===== src/rtl/spi_mfrc522_responder.sv =====
// -----------------------------------------------------------------------------
// spi_mfrc522_responder
//
// SPI mode-0 slave that stands in for an MFRC522 reader IC. It oversamples the
// SPI pins on aclk, decodes the MFRC522 address/data byte framing, keeps a
// 64 x 8 register file and drives spi_miso for read bursts.
//
// Optional build macro: MFRC522_FIFO_EN
//   When defined, address 0x09 (FIFODataReg) is a 64-byte FIFO, 0x0A reads the
//   FIFO level (write bit7 = flush) and ErrorReg 0x06 bit4 flags overflow.
//   When undefined, 0x09 and 0x0A are plain storage registers.
//
// Ports:
//   aclk           system clock
//   aresetn        asynchronous active-low reset
//   spi_cs_n       chip select, active low
//   spi_sck        SPI clock (CPOL=0, CPHA=0)
//   spi_mosi       master-out data, MSB first
//   spi_miso       slave-out data, MSB first, 0 whenever not in a read burst
//   reg_wr_o       one-cycle pulse per accepted register write
//   reg_wr_addr_o  address of the last write
//   reg_wr_data_o  data of the last write
//   frame_err_o    one-cycle pulse on an address byte with bit0 set
//   xact_cnt_o     number of completed CS-low frames (wraps)
// -----------------------------------------------------------------------------
module spi_mfrc522_responder #(
  parameter logic [7:0] VERSION_VAL = 8'h92,
  parameter int         SYNC_STAGES = 2
) (
  input  logic        aclk,
  input  logic        aresetn,
  input  logic        spi_cs_n,
  input  logic        spi_sck,
  input  logic        spi_mosi,
  output logic        spi_miso,
  output logic        reg_wr_o,
  output logic [5:0]  reg_wr_addr_o,
  output logic [7:0]  reg_wr_data_o,
  output logic        frame_err_o,
  output logic [15:0] xact_cnt_o
);

  localparam logic [5:0] VERSION_ADDR = 6'h37;
`ifdef MFRC522_FIFO_EN
  localparam logic [5:0] FIFO_DATA_ADDR  = 6'h09;
  localparam logic [5:0] FIFO_LEVEL_ADDR = 6'h0A;
  localparam int         ERROR_REG_IDX   = 6;
`endif

  typedef enum logic [2:0] {
    ST_IDLE,
    ST_ADDR,
    ST_WDATA,
    ST_RDATA,
    ST_IGNORE
  } state_t;

  // ---------------------------------------------------------------------------
  // Input synchronizers and edge detection
  // ---------------------------------------------------------------------------
  logic [SYNC_STAGES-1:0] cs_sync_reg;
  logic [SYNC_STAGES-1:0] sck_sync_reg;
  logic [SYNC_STAGES-1:0] mosi_sync_reg;
  logic                   cs_prev_reg;
  logic                   sck_prev_reg;

  always_ff @(posedge aclk or negedge aresetn) begin
    if (!aresetn) begin
      // cs_n resets to the deselected level so no false edge appears
      cs_sync_reg   <= '1;
      sck_sync_reg  <= '0;
      mosi_sync_reg <= '0;
      cs_prev_reg   <= 1'b1;
      sck_prev_reg  <= 1'b0;
    end else begin
      cs_sync_reg   <= {cs_sync_reg[SYNC_STAGES-2:0], spi_cs_n};
      sck_sync_reg  <= {sck_sync_reg[SYNC_STAGES-2:0], spi_sck};
      mosi_sync_reg <= {mosi_sync_reg[SYNC_STAGES-2:0], spi_mosi};
      cs_prev_reg   <= cs_sync_reg[SYNC_STAGES-1];
      sck_prev_reg  <= sck_sync_reg[SYNC_STAGES-1];
    end
  end

  logic cs_s, sck_s, mosi_s;
  logic cs_rise, cs_fall, sck_rise, sck_fall;

  assign cs_s     = cs_sync_reg[SYNC_STAGES-1];
  assign sck_s    = sck_sync_reg[SYNC_STAGES-1];
  assign mosi_s   = mosi_sync_reg[SYNC_STAGES-1];
  assign cs_rise  = cs_s & ~cs_prev_reg;
  assign cs_fall  = ~cs_s & cs_prev_reg;
  assign sck_rise = sck_s & ~sck_prev_reg;
  assign sck_fall = ~sck_s & sck_prev_reg;

  // ---------------------------------------------------------------------------
  // Frame state
  // ---------------------------------------------------------------------------
  state_t      state_reg, state_next;
  logic [6:0]  shift_reg, shift_next;     // only 7 bits kept; bit 8 is live mosi
  logic [2:0]  bit_cnt_reg, bit_cnt_next;
  logic [5:0]  addr_reg, addr_next;
  logic [7:0]  miso_reg, miso_next;
  logic [15:0] xact_cnt_reg, xact_cnt_next;
  logic        reg_wr_reg, reg_wr_next;
  logic [5:0]  reg_wr_addr_reg, reg_wr_addr_next;
  logic [7:0]  reg_wr_data_reg, reg_wr_data_next;
  logic        frame_err_reg, frame_err_next;

  logic [7:0]  rx_byte;
  logic [5:0]  rx_addr;
  logic [7:0]  rd_value;
  logic        reg_we;

  assign rx_byte = {shift_reg, mosi_s};
  assign rx_addr = rx_byte[6:1];

  // ---------------------------------------------------------------------------
  // Register file (VersionReg is a constant, never a stored cell)
  // ---------------------------------------------------------------------------
  logic [7:0] regs_rd [64];

`ifdef MFRC522_FIFO_EN
  logic       fifo_wr_req;
  logic       fifo_rd_req;
  logic       fifo_flush;
  logic       fifo_push;
  logic       fifo_pop;
  logic       ovfl_set;
  logic [7:0] fifo_mem [64];
  logic [5:0] fifo_wr_ptr_reg;
  logic [5:0] fifo_rd_ptr_reg;
  logic [6:0] fifo_level_reg;

  assign fifo_push = fifo_wr_req && (fifo_level_reg != 7'd64);
  assign ovfl_set  = fifo_wr_req && (fifo_level_reg == 7'd64);
  assign fifo_pop  = fifo_rd_req && (fifo_level_reg != 7'd0);

  always_ff @(posedge aclk) begin
    if (fifo_push) begin
      fifo_mem[fifo_wr_ptr_reg] <= rx_byte;
    end
  end

  always_ff @(posedge aclk or negedge aresetn) begin
    if (!aresetn) begin
      fifo_wr_ptr_reg <= '0;
      fifo_rd_ptr_reg <= '0;
      fifo_level_reg  <= '0;
    end else if (fifo_flush) begin
      fifo_wr_ptr_reg <= '0;
      fifo_rd_ptr_reg <= '0;
      fifo_level_reg  <= '0;
    end else begin
      // push and pop never coincide: at most one byte completes per cycle
      if (fifo_push) begin
        fifo_wr_ptr_reg <= fifo_wr_ptr_reg + 6'd1;
        fifo_level_reg  <= fifo_level_reg + 7'd1;
      end else if (fifo_pop) begin
        fifo_rd_ptr_reg <= fifo_rd_ptr_reg + 6'd1;
        fifo_level_reg  <= fifo_level_reg - 7'd1;
      end
    end
  end
`endif

  genvar gi;
  generate
    for (gi = 0; gi < 64; gi++) begin : g_regs
      if (gi == int'(VERSION_ADDR)) begin : g_version
        assign regs_rd[gi] = VERSION_VAL;
      end else begin : g_cell
        logic [7:0] cell_reg;
        always_ff @(posedge aclk or negedge aresetn) begin
          if (!aresetn) begin
            cell_reg <= '0;
          end else begin
            if (reg_we && (addr_reg == 6'(gi))) begin
              cell_reg <= rx_byte;
            end
`ifdef MFRC522_FIFO_EN
            // BufferOvfl is owned by the FIFO logic once the FIFO is enabled
            if (gi == ERROR_REG_IDX) begin
              if (ovfl_set) begin
                cell_reg[4] <= 1'b1;
              end else if (fifo_flush) begin
                cell_reg[4] <= 1'b0;
              end
            end
`endif
          end
        end
        assign regs_rd[gi] = cell_reg;
      end
    end
  endgenerate

  // Read data for the address carried by the byte that is completing now
  always_comb begin
    rd_value = regs_rd[rx_addr];
`ifdef MFRC522_FIFO_EN
    if (rx_addr == FIFO_DATA_ADDR) begin
      rd_value = (fifo_level_reg == 7'd0) ? 8'h00 : fifo_mem[fifo_rd_ptr_reg];
    end else if (rx_addr == FIFO_LEVEL_ADDR) begin
      rd_value = {1'b0, fifo_level_reg};
    end
`endif
  end

  // ---------------------------------------------------------------------------
  // FSM: state register
  // ---------------------------------------------------------------------------
  always_ff @(posedge aclk or negedge aresetn) begin
    if (!aresetn) begin
      state_reg       <= ST_IDLE;
      shift_reg       <= '0;
      bit_cnt_reg     <= '0;
      addr_reg        <= '0;
      miso_reg        <= '0;
      xact_cnt_reg    <= '0;
      reg_wr_reg      <= 1'b0;
      reg_wr_addr_reg <= '0;
      reg_wr_data_reg <= '0;
      frame_err_reg   <= 1'b0;
    end else begin
      state_reg       <= state_next;
      shift_reg       <= shift_next;
      bit_cnt_reg     <= bit_cnt_next;
      addr_reg        <= addr_next;
      miso_reg        <= miso_next;
      xact_cnt_reg    <= xact_cnt_next;
      reg_wr_reg      <= reg_wr_next;
      reg_wr_addr_reg <= reg_wr_addr_next;
      reg_wr_data_reg <= reg_wr_data_next;
      frame_err_reg   <= frame_err_next;
    end
  end

  // ---------------------------------------------------------------------------
  // FSM: next state and datapath
  // ---------------------------------------------------------------------------
  always_comb begin
    state_next       = state_reg;
    shift_next       = shift_reg;
    bit_cnt_next     = bit_cnt_reg;
    addr_next        = addr_reg;
    miso_next        = miso_reg;
    xact_cnt_next    = xact_cnt_reg;
    reg_wr_next      = 1'b0;
    reg_wr_addr_next = reg_wr_addr_reg;
    reg_wr_data_next = reg_wr_data_reg;
    frame_err_next   = 1'b0;
    reg_we           = 1'b0;
`ifdef MFRC522_FIFO_EN
    fifo_wr_req      = 1'b0;
    fifo_rd_req      = 1'b0;
    fifo_flush       = 1'b0;
`endif

    if (cs_rise) begin
      // CS deassertion takes priority over any sck edge in the same cycle
      // and throws away a partial byte.
      state_next   = ST_IDLE;
      shift_next   = '0;
      bit_cnt_next = '0;
      miso_next    = '0;
      if (state_reg != ST_IDLE) begin
        xact_cnt_next = xact_cnt_reg + 16'd1;
      end
    end else if (cs_fall) begin
      state_next   = ST_ADDR;
      shift_next   = '0;
      bit_cnt_next = '0;
      miso_next    = '0;
    end else if (state_reg != ST_IDLE) begin
      if (sck_rise) begin
        shift_next   = rx_byte[6:0];
        bit_cnt_next = bit_cnt_reg + 3'd1;
        if (bit_cnt_reg == 3'd7) begin
          unique case (state_reg)
            ST_ADDR: begin
              if (rx_byte[0]) begin
                frame_err_next = 1'b1;
                state_next     = ST_IGNORE;
              end else begin
                addr_next = rx_addr;
                if (rx_byte[7]) begin
                  state_next = ST_RDATA;
                  miso_next  = rd_value;
`ifdef MFRC522_FIFO_EN
                  fifo_rd_req = (rx_addr == FIFO_DATA_ADDR);
`endif
                end else begin
                  state_next = ST_WDATA;
                end
              end
            end
            ST_WDATA: begin
              // burst writes keep hitting the same address
              if (addr_reg != VERSION_ADDR) begin
                reg_wr_next      = 1'b1;
                reg_wr_addr_next = addr_reg;
                reg_wr_data_next = rx_byte;
                reg_we           = 1'b1;
`ifdef MFRC522_FIFO_EN
                if (addr_reg == FIFO_DATA_ADDR) begin
                  reg_we      = 1'b0;
                  fifo_wr_req = 1'b1;
                end
                if (addr_reg == FIFO_LEVEL_ADDR && rx_byte[7]) begin
                  fifo_flush = 1'b1;
                end
`endif
              end
            end
            ST_RDATA: begin
              // each further read-address byte queues up the next value;
              // anything else (normally 8'h00) ends the burst
              if (rx_byte[7] && !rx_byte[0]) begin
                addr_next = rx_addr;
                miso_next = rd_value;
`ifdef MFRC522_FIFO_EN
                fifo_rd_req = (rx_addr == FIFO_DATA_ADDR);
`endif
              end else begin
                miso_next  = '0;
                state_next = ST_IGNORE;
              end
            end
            default: ;
          endcase
        end
      end else if (sck_fall && state_reg == ST_RDATA && bit_cnt_reg != 3'd0) begin
        // The falling edge that closes a byte must not shift: the MSB of the
        // freshly loaded value has to stay on the line for the next byte.
        miso_next = {miso_reg[6:0], 1'b0};
      end
    end
  end

  assign spi_miso      = (state_reg == ST_RDATA) & miso_reg[7];
  assign reg_wr_o      = reg_wr_reg;
  assign reg_wr_addr_o = reg_wr_addr_reg;
  assign reg_wr_data_o = reg_wr_data_reg;
  assign frame_err_o   = frame_err_reg;
  assign xact_cnt_o    = xact_cnt_reg;

endmodule


===== config.mk =====
export PLATFORM = sky130hd
export DESIGN_NAME = spi_mfrc522_responder
export DESIGN_NICKNAME = d
export VERILOG_FILES = /design/src/rtl/spi_mfrc522_responder.sv
export SDC_FILE = /design/constraint.sdc
export NUM_CORES = 1
export LEC_CHECK = 0
export BUFFER_PORTS_ARGS = -buffer_cell sky130_fd_sc_hd__buf_2
export CORE_MARGIN = 2
export CORE_UTILIZATION = 57
export DETAILED_ROUTE_END_ITERATION = 10
export PLACE_DENSITY = 0.76
export SYNTH_ARGS = -nofsm -noshare
export SYNTH_HDL_FRONTEND = slang
export SYNTH_SLANG_ARGS = --single-unit

===== constraint.sdc =====
create_clock -name aclk -period 2.7 [get_ports aclk]
set_input_delay 0.27 -clock aclk [delete_from_list [all_inputs] [get_ports aclk]]
set_output_delay 0.27 -clock aclk [all_outputs]
set_load 0.01 [all_outputs]

==> results.yml, run 1 <==
outcome:
  status: "completed"
power:
  internal_power_uw: 14290
  p_seq_frac: 0.465
  power_density_nw_per_um2: 637.8
  ir_drop_mv: 0.5389
  power_uw: 18980
  combPwrFrac: 0.099
  clockPowerShare: 0.436
  leakage_uw: 0.01441
  swShare: 0.2471
  power.switching_uw: 4690
finish:
  largest_register_ffs: 504
  drive_gt1_frac: 0.4609
  layout_common_cells: "dfrtp_1 (560), mux2_2 (527), nand2_1 (99)"
  final_cell_area_sq_um: 29750
  area_growth_pct: 13.39
  final_nets: 1912
  nFillCells: 3219
  layout.cells.non_filler: 2546
  finalCoreUtilization: 0.6557
  diodes: 0
  mostFrequentLayoutCell: "dfrtp_1"
grt:
  grt_pass1_vias: 16720
  grt_pass1_wl_mm: 100.7
  antenna_found_initial: 1
  grt_usage: 0.2755
  grt_start_max_net_pins: 81
  grt-ovfl-total: 0
detailed_routing:
  post_drt_wl_per_cell_um: 24.87
  first_pass_iters: 7
  avgViaCountPerCell: 6.283
  finalWirelength_mm: 63.32
  drt_iter0_markers: 1389
  num_vias: 16000
  drcViolationCount: 0
  postRouteAntennaNets: 0
yosys:
  synth-seq-cells: 571
  synth_edf_count: 0
  synth_area_leader_cell: "dfrtp_1"
  ys_seq_area_frac: 0.5447
  yosys_most_used_dff: "dfrtp_1"
  yosysWarningCount: 0
  ys_types: 60
  synth.area.top_cells: "dfrtp_1 (54%), mux2_2 (23%), mux4_2 (7.9%)"
  synth_fp_nets: 1834
  synth.cell_area_sq_um: 26240
  async_flop_share: 1.000
  yosys.area.top_type_share: 0.5416
  synthCells: 1823
  avgSynthCellArea_sq_um: 14.39
floorplanning:
  ioPinCount: 38
  fp.dieW_um: 218.6
  core-area_sq_um: 45380
  die_h_um: 218.6
  placementRows: 78
  die_area_sq_um: 47770
  start_util: 0.5782
timing:
  layout_min_cycle_time_ns: 2.682
  fmax_ghz: 0.3728
  period_share: 0.9934
  worst_pin_slew_ns: 1.060
  slew_headroom: 0.2914
  rsz0062_at_grt: "true"
  hold_viol: 0
  drv_slew: 0
  skew_ns: 0.02101
  setup_viol: 0
place:
  place_area_sq_um: 27670
  dp.cells: 2431
  io_buffers: 37
  gp_congestion: 0.8758
  dp_hpwl_mm: 42.08
clock_tree:
  clockRootBuffer: "clkbuf_16"
  clock_latency_ns: 0.61
  numClockSinks: 571
  h-tree-depth: 2
  cts.clk_slew.worst_paths_ns: 0.06
  cts_made_buffers: 58
  cts_tree: "yes"
  cts.path.max_buffers: 3
worst_hold_path:
  worstHoldPathType: "primary input to async pin"
worst_setup_path:
  arrival_ns: 3.17
  critical_path.startpoint_type: "register"
  path_class: "register to register"
  cp-end-kind: "register"
  r2r_cells: 9
  cp_max_fo: 8
  required_ns: 3.18
job:
  cap_viol_max_count: 0
final cells by class:
class | instances | area [sq um] | share of cell area
sequential | 571 | 14310 | 0.4809
multi-input combinational | 1108 | 11360 | 0.3819
clock buffer | 83 | 1667 | 0.05601
timing repair buffer | 151 | 1333 | 0.04478
tap | 600 | 750.7 | 0.02523
clock inverter | 22 | 291.5 | 0.009798
inverter | 11 | 41.29 | 0.001388
kinds of logic after synthesis:
family | synth area share
AND/OR/NAND/NOR | 0.05588
buffers and inverters | 0.02384
XOR/XNOR | 0.005006
adder cells (fa/ha/maj) | 0.002861
multiplexers | 0.3336
AO/OA/AOI/OAI | 0.03414
flip-flops | 0.5447
what timing repair did:
action                                  in CTS  in global routing
cloned                                       0                  1
endpoints found under the setup margin       1                115
endpoints found under the hold margin       47                  0
hold buffers                                 4                  0
buffers inserted                             2                  3
gates resized for setup                      0                  6
pin swaps                                    1                  2
per-layer routing:
layer	GRT usage	wire length, um	vias to the layer above
met5	0	0	-
met4	0.08073	1705	0
met3	0.04760	3893	117
met2	0.4325	30260	491
met1	0.3973	27460	8502
li1	-	-	6887
per-stage QoR:
stage / worst slack [ns] / hold slack [ns] / setup TNS, ns
global route: -0.03380 / 0.2289 / -0.4207
finish: 0.01790 / 0.1980 / 0
floorplan: 0.05520 / -0.02559 / 0
detailed placement: 0.03124 / 0.2615 / 0
global placement: 0.1131 / 0.2513 / 0
CTS: 0.02316 / 0.2052 / 0
final timing paths:
path | start | endpoint | slack, ns
min in group aclk | spi_cs_n | cs_sync_reg[0] | 0.32
max reg2reg | bit_cnt_reg[0] | g_regs[2].g_cell.cell_reg[5] | 0.02
min | aresetn | xact_cnt_o[15] | 0.20
max | bit_cnt_reg[0] | g_regs[2].g_cell.cell_reg[5] | 0.02
max in group asynchronous | aresetn | g_regs[3].g_cell.cell_reg[1] | 1.63
min reg2reg | mosi_sync_reg[0] | mosi_sync_reg[1] | 0.36
critical path, cell delays in order, from the launching register on:
cell and delay [ns]:
dfrtp_1 0.42, ha_1 0.19, ha_1 0.17, and4_4 0.26, nand2_2 0.10, or3_4 0.40, buf_12 0.18, nor4_4 0.30
buf_4 0.19, mux2_2 0.33
power by group through the flow:
stage | clock network (uW) | registers [uW] | logic, uW
after floorplan | 0 | 8900 | 1100
after global placement | 0 | 8970 | 1820
after detailed placement | 0 | 8980 | 1850
after CTS | 8400 | 8820 | 1870
after global routing | 8770 | 8840 | 2030
final | 8280 | 8830 | 1870
cells in the mapped netlist (4+ instances only):
master	instances
dfrtp_1	568
mux2_2	527
nand2_1	99
clkbuf_1	97
mux4_2	92
mux2i_1	68
a22oi_1	38
nand3_1	35
o21ai_0	34
nor2_1	30
a21oi_1	15
buf_2	14
nor2b_1	14
buf_4	12
nand2b_1	12
o22ai_1	12
inv_1	11
nor3_1	10
xnor2_1	10
nor3_4	9
buf_1	7
nand4_1	7
and3_1	6
ha_1	6
mux2_1	6
nand3b_1	6
nor4_4	6
o211ai_1	6
a221oi_1	5
nor3_2	5
xor2_1	5
and2_1	4
No activity file was read; power rests on OpenSTA's default activity.
==> inputs of run 2 (changes only) <==
--- a/config.mk
+++ b/config.mk
@@ -9,7 +9,7 @@
 export CORE_MARGIN = 2
 export CORE_UTILIZATION = 57
 export DETAILED_ROUTE_END_ITERATION = 10
-export PLACE_DENSITY = 0.76
+export PLACE_DENSITY_LB_ADDON = 0.2
 export SYNTH_ARGS = -nofsm -noshare
 export SYNTH_HDL_FRONTEND = slang
 export SYNTH_SLANG_ARGS = --single-unit
==> run 2 against run 1 <==
  * Core utilization rose by 0.59 points
  * Design area rose by 0.90%
  * Worst hold slack got worse by 0.0057 ns
  * Power rose by 1.8%
  * Largest power group unchanged
  * Global-route usage rose by 0.097 points
  * First-iteration DRC count fell by 5.7%
  * Wire length rose by 0.59%
==> results.yml, run 2 (synthesis results as in run 1) <==
outcome:
  status: "completed"
worst_setup_path:
  critical_path.startpoint_type: "register"
  path_class: "register to register"
  r2r_setup_slack_ns: 0.11
  cp-startpoint: "bit_cnt_reg[0]"
  cpMostUsedCell: "ha_1"
  required_ns: 3.20
  cp_max_fo: 16
  cp-end-kind: "register"
  endpoint: "g_regs[4].g_cell.cell_reg[3]"
  timing.rr.end: "g_regs[4].g_cell.cell_reg[3]"
  r2r_cells: 9
  rr_startpoint: "bit_cnt_reg[0]"
  arrival_ns: 3.09
  worstPathCellList: "ha_1 > ha_1 > and4_2 > nand2_2 > or3_1 > buf_12 > nor4_4 > buf_4 > mux2_2"
  crit_slowest_cell: "dfrtp_2"
  slowest_delay_ns: 0.41
grt:
  grt-busiest-layer: "met2"
  grt_usage: 0.2764
  grt_use_met1: 0.3906
  antenna_found_initial: 0
  grt_start_max_net_pins: 88
  use_met3: 0.04607
  use_met2: 0.4440
  grt_pass1_vias: 16840
  grt_pass1_wl_mm: 100.4
  grt-ovfl-total: 0
detailed_routing:
  post_drt_wl_per_cell_um: 24.74
  avgViaCountPerCell: 6.231
  postRouteAntennaNets: 0
  drcViolationCount: 0
  finalWirelength_mm: 63.69
  drt_iter0_markers: 1310
  first_pass_iters: 5
  num_vias: 16040
power:
  leakage_uw: 0.01456
  power_density_nw_per_um2: 643.6
  ir_drop_mv: 0.6018
  power_uw: 19320
clock_tree:
  clock_latency_ns: 0.63
  cts_tree: "yes"
  clockRootBuffer: "clkbuf_16"
  h-tree-depth: 2
  cts.clk_slew.worst_paths_ns: 0.06
  numClockSinks: 571
  cts_made_buffers: 58
  cts.path.max_buffers: 3
finish:
  nFillCells: 3198
  area_growth_pct: 14.40
  final_nets: 1936
  finalCoreUtilization: 0.6615
  layout_common_cells: "dfrtp_1 (559), mux2_2 (527), buf_4 (112)"
  mostFrequentLayoutCell: "dfrtp_1"
  drive_gt1_frac: 0.4701
  largest_register_ffs: 504
  diodes: 0
  final_cell_area_sq_um: 30020
timing:
  layout_min_cycle_time_ns: 2.589
  rsz0062_at_grt: "false"
  drv_slew: 0
  worst_pin_slew_ns: 0.9084
  setup_viol: 0
  skew_ns: 0.02484
  fmax_ghz: 0.3863
  hold_viol: 0
  slew_headroom: 0.3938
  period_share: 0.9588
floorplanning:
  placementRows: 78
  core-area_sq_um: 45380
  fp.dieW_um: 218.6
  ioPinCount: 38
  start_util: 0.5782
  die_h_um: 218.6
  die_area_sq_um: 47770
place:
  dp_hpwl_mm: 42.75
  io_buffers: 37
  place_area_sq_um: 27840
  gp_congestion: 0.8474
worst_hold_path:
  worstHoldPathType: "primary input to async pin"
job:
  cap_viol_max_count: 0
[run 2: changes by cell type in the layout (fill, tap and decap cells not counted), sizes merged]
cell / previous run / this run
inv: 12 / 11
bufinv: 7 / 8
clkinv: 13 / 17
buf: 146 / 171
clkinvlp: 1 / 0
[run 2: worst min-delay path by stage]
stage	end	slack, ns	depth (start not counted)
6_report	xact_cnt_o[13]	0.19	2
5_1_grt	xact_cnt_o[13]	0.20	2
4_1_cts	xact_cnt_o[13]	0.18	2
3_5_place_dp	xact_cnt_o[13]	0.25	1
3_3_place_gp	xact_cnt_o[15]	0.25	1
2_1_floorplan	addr_reg[0]	-0.03	0
[run 2: worst max-delay path: cells and delay by family (launching register included)]
kind | cells | cell delay [ns]
AND/OR/NAND/NOR | 4 | 0.95
buffers and inverters | 2 | 0.42
flip-flops | 1 | 0.41
multiplexers | 1 | 0.35
adder cells (fa/ha/maj) | 2 | 0.33
[run 2: cell type report]
cell class	instances	area, sq um	share of cell area
flip-flops and latches	571	14310	0.4767
inverters	11	41.29	0.001375
clock buffers	84	1710	0.05697
repair buffers	175	1511	0.05035
well taps	600	750.7	0.02501
clock inverters	25	351.6	0.01171
multi-input cells	1108	11340	0.3779
[run 2: report_power, final]
group / internal [uW] / switching [uW]
combinational: 741 / 1200
clock: 5160 / 3400
sequential: 8660 / 168
[run 2: what timing repair did]
item                                    CTS  global route
gates resized for setup                   0             3
hold buffers                              4             0
endpoints found under the setup margin    5           297
setup buffers                             1             6
hold endpoints to repair                 50             0
pin swaps                                 0             0
[run 2: per-stage QoR]
stage	instances	setup slack [ns]	setup TNS [ns]	hold WS, ns
final	2574	0.1112	0	0.1923
after global routing	2574	0.01850	0	0.1981
after CTS	2568	0.04313	0	0.1847
after detailed placement	2454	-0.03191	-0.03191	0.2455
after global placement	2454	0.02766	0	0.2474
after floorplan	1823	0.05520	0	-0.02559
[run 2: routing by layer]
metal | vias to the layer above | part of all wire | routed length, um
met1 | 8595 | 0.44 | 27860
li1 | 6929 | - | -
met3 | 113 | 0.048 | 3081
met4 | 0 | 0.028 | 1759
met5 | - | 0 | 0
met2 | 401 | 0.49 | 30990
